**config.mk**
```make
export PLATFORM = sky130hd
export DESIGN_NAME = barrel_shift_arbiter
export DESIGN_NICKNAME = d
export VERILOG_FILES = /design/src/rtl/barrel_shift_arbiter.sv
export SDC_FILE = /design/constraint.sdc
export NUM_CORES = 1
export LEC_CHECK = 0
export ABC_AREA = 1
export CORE_ASPECT_RATIO = 1.25
export CORE_MARGIN = 1.5
export CORE_UTILIZATION = 25
export DETAILED_ROUTE_END_ITERATION = 6
export PLACE_DENSITY = 0.5
export SLEW_MARGIN = 0
export SYNTH_ARGS = -nofsm -noshare
export SYNTH_HDL_FRONTEND = slang
export SYNTH_SLANG_ARGS = --single-unit
```
**constraint.sdc**
```tcl
create_clock -name clk -period 3.4 [get_ports clk]
set_input_delay 0.68 -clock clk [delete_from_list [all_inputs] [get_ports clk]]
set_output_delay 0.68 -clock clk [all_outputs]
set_load 0.02 [all_outputs]
```
**src/rtl/barrel_shift_arbiter.sv**
```systemverilog
// rtl/barrel_shift_arbiter.sv - four-requester round-robin front end for one shared barrel shifter
module barrel_shift_arbiter #(
    parameter int WIDTH = 8,
    parameter int SHW   = 3
) (
    input  logic               clk,
    input  logic               rst_n,
    input  logic [3:0]         req,
    input  logic [4*WIDTH-1:0] req_data,
    input  logic [4*SHW-1:0]   req_amt,
    input  logic [3:0]         req_dir,
    input  logic [3:0]         req_rot,
    output logic [3:0]         gnt,
    output logic               out_valid,
    output logic [WIDTH-1:0]   out_data,
    output logic [1:0]         out_id,
    input  logic               out_ready
);

    typedef enum logic {
        EMPTY = 1'b0,
        FULL  = 1'b1
    } state_t;

    state_t           state;
    logic [1:0]       ptr;
    logic             accept_ok;
    logic             gnt_any;
    logic [1:0]       gnt_idx;
    logic [1:0]       cand;

    logic [WIDTH-1:0] sel_data;
    logic [SHW-1:0]   sel_amt;
    logic             sel_dir;
    logic             sel_rot;
    logic [WIDTH-1:0] stage [0:SHW];

    // The result slot can take a new command when empty or when it is drained this cycle
    assign accept_ok = rst_n && ((state == EMPTY) || out_ready);

    // Round-robin search from ptr upward, first pending requester wins
    always_comb begin
        gnt     = 4'b0000;
        gnt_idx = 2'd0;
        gnt_any = 1'b0;
        cand    = ptr;
        for (int k = 0; k < 4; k++) begin
            cand = ptr + 2'(k);
            if (accept_ok && !gnt_any && req[cand]) begin
                gnt[cand] = 1'b1;
                gnt_idx   = cand;
                gnt_any   = 1'b1;
            end
        end
    end

    // Only the granted requester's fields reach the shifter, so others cannot disturb the result
    assign sel_data = req_data[gnt_idx*WIDTH +: WIDTH];
    assign sel_amt  = req_amt[gnt_idx*SHW +: SHW];
    assign sel_dir  = req_dir[gnt_idx];
    assign sel_rot  = req_rot[gnt_idx];

    assign stage[0] = sel_data;

    // One mux stage per shift-amount bit; stage k moves by 2**k positions
    for (genvar k = 0; k < SHW; k++) begin : g_stage
        localparam int S = 1 << k;
        logic [WIDTH-1:0] shl;
        logic [WIDTH-1:0] shr;

        assign shl = sel_rot ? {stage[k][WIDTH-1-S:0], stage[k][WIDTH-1:WIDTH-S]}
                             : {stage[k][WIDTH-1-S:0], {S{1'b0}}};
        assign shr = sel_rot ? {stage[k][S-1:0], stage[k][WIDTH-1:S]}
                             : {{S{1'b0}}, stage[k][WIDTH-1:S]};
        assign stage[k+1] = sel_amt[k] ? (sel_dir ? shr : shl) : stage[k];
    end

    // Result slot FSM: load on grant, drain on out_ready, clear everything on reset
    always_ff @(posedge clk) begin
        if (!rst_n) begin
            state    <= EMPTY;
            ptr      <= 2'd0;
            out_data <= '0;
            out_id   <= 2'd0;
        end else if (gnt_any) begin
            state    <= FULL;
            ptr      <= gnt_idx + 2'd1;
            out_data <= stage[SHW];
            out_id   <= gnt_idx;
        end else if ((state == FULL) && out_ready) begin
            state    <= EMPTY;
        end
    end

    assign out_valid = (state == FULL);

endmodule
```
==> impl_metrics.ini <==
[setup_path]
rr_endpoint = out_data[1]
r2r_start = ptr[0]
r2r_slack_ns = 0.37
critPathLaunch = req[3]
crit_path_start_kind = primary input
end_kind = register
required_ns = 3.54
crit_fanout = 15
reg2reg_depth = 21
critPathKind = primary input to register
crit_arrival_ns = 3.29

[sta]
period_share_pct = 92.7
setup_viol = 0
min_period_ns = 3.15
slew_headroom_pct = 68.2
clock_skew_ns = 0.00728
worstMarginPinSlew_ns = 0.477
fmax_ghz = 0.317
finalHoldViolCount = 0
slew_violations = 0
fin_setup_tns_ns = 0

[finish]
final_nets = 534
fillers = 980
layout.cells.non_filler = 590
synthToLayoutAreaGrowth_pct = 45.3
drive_above_1_share_pct = 14.3
fin_area_um2 = 3270
antenna_cells = 0
final_util_pct = 37.5
final_common_cell = nand2_1
final_cell_mix = nand2_1, nand3_1, clkdlybuf4s50_1

[route]
vias_per_cell = 4.48
drt_iter0_markers = 54
drc = 0
wl_per_cell_um = 11.6
ant_nets = 0
dr.pass1.iters = 4
routed_wl_um = 6840
via_count = 2646

[floorplan]
std_cell_rows = 38
die_h_um = 109
die-width_um = 87.8
die_area_um2 = 9580
ios = 74
core_area_um2 = 8700
start_util_pct = 25.8

[power]
cellPowerDensity_nw_per_um2 = 1040
leakage_uw = 0.00160
ir_drop_mv = 0.271

[status]
outcome = complete, no violations

[place]
dp_cells = 582
routabilityCongestion = 0.864
placed_area_um2 = 3160
hpwl_um = 5810
io_buffers = 73

[cts]
htree_levels = 1
cts_tree = done
cts_max_path_buffers = 2
cts-root-buf = clkbuf_8
cts_buffers = 3
path_clk_slew_ns = 0.06
cts_sinks = 13
worst_skew_pair.late_latency_ns = 0.25

[grt]
antenna_found_initial = 0
grt_pass1_wl_um = 11900
grt_pass1_vias = 2640
grt_overflow_total = 0
track_usage_pct = 15.0
grt_max_degree = 19

[synthesis]
netlist_area_um2 = 2250
yosys_register_bits = 13
synthesis.nets = 446
synthMuxAreaShare_pct = 0
dominantRegCellSynth = dfxtp_1
synth_compound_area_share_pct = 12.5
ys_seq_area_share_pct = 11.6
async_flop_share_pct = 0
synth_xor_area_share_pct = 0
synthAdderAreaFrac_pct = 2.23
avgSynthCellArea_um2 = 5.87
synth_top_family_by_area = simple AND/OR/NAND/NOR gates
synth_warnings = 0
syn_inst = 383
yosys.area_share.simple_pct = 56.6
synth.distinct_cells = 34
synth_edf_count = 0

[min_path]
min_to = out_id[0]
hold_path.class = register to register
min_path_cells = 2
hp-start = out_id[0]

[flow_run]
maxCapViolCount = 0
worst max path at each step:
stage,end,depth (start not counted),slack (ns)
2_1_floorplan,out_data[6],23,0.66
3_3_place_gp,gnt[3],8,-0.02
3_5_place_dp,gnt[1],8,-0.05
4_1_cts,out_data[0],18,0.21
5_1_grt,out_data[1],20,-0.002
6_report,out_data[1],20,0.25
area by class of cell:
class,count,area [µm²],share of cell area (%)
Timing Repair Buffer,97,931,28.5
Clock buffer,4,45.0,1.38
Sequential cell,13,260,7.97
Tap cell,120,150,4.60
Inverter,65,251,7.70
Multi-Input combinational cell,291,1630,49.9
worst max-delay path: stages:
cell	delay (ns)
clkdlybuf4s50_1	0.49
nand2_1	0.12
nand3_2	0.14
nand2_2	0.12
nand4_2	0.14
nand2_1	0.08
nand2_2	0.13
buf_4	0.17
buf_4	0.19
nand3b_1	0.09
nand3_1	0.12
nand2_1	0.11
nand2_1	0.08
nand3_1	0.13
nand3_1	0.10
nand3_1	0.11
nand3_1	0.08
nand3_1	0.07
nand2_1	0.08
inv_1	0.03
per-layer routing:
layer  part of all wire, %  up-vias  global-route usage (%)
met2                    49       73                    27.6
met3                   3.8        6                   0.984
met4                  0.89        0                    3.51
met5                     0        -                       0
li1                      -     1437                       -
met1                    46     1130                    18.8
kinds of logic (layout without fill, tap and decap cells):
group	count (synthesis)	after routing
flip-flops	13	13
AO/OA/AOI/OAI	37	37
buffers and inverters	79	166
adder cells (fa/ha/maj)	4	4
AND/OR/NAND/NOR	250	250
per-stage QoR:
step | power [µW] | hold WS [ns] | worst slack, ns
finish | 3400 | 0.460 | 0.248
global route | 3830 | 0.491 | -0.00229
CTS | 3360 | 0.464 | 0.214
detailed placement | 3220 | 0.454 | -0.0463
global placement | 3220 | 0.451 | -0.0233
floorplan | 2500 | 0.541 | 0.658
cells in the mapped netlist (6+ instances only):
cell type / instances / area share [%]
buf_6: 8 / 4.0
nand2_1: 102 / 17
nand3b_1: 14 / 4.7
dfxtp_1: 13 / 12
nand3_1: 89 / 20
nor2_1: 6 / 1.0
nand2_2: 10 / 2.8
inv_1: 60 / 10
nand4_1: 9 / 2.5
a21oi_1: 10 / 2.2
o21ai_0: 13 / 2.9
nand3_2: 7 / 3.1
sequential cells by signal (all words and copies together) (netlist names):
register,cells
out_data,8
out_id,2
out_valid,1
ptr,2
report_power, final:
part,internal (µW),switching (µW),leakage (µW),total (µW)
Combinational,1160,1850,0.00147,3010
Clock,82.8,57.5,0.0000228,140
Sequential,215,35.6,0.000108,250
Total,1460,1940,0.00160,3400
repair_timing:
item,in CTS,in global routing
hold buffers,0,0
pin swaps,0,1
setup buffers,0,4
gates resized for setup,4,3
endpoints found under the setup margin,4,7
Note: power is estimated with default switching activity, not from simulation.
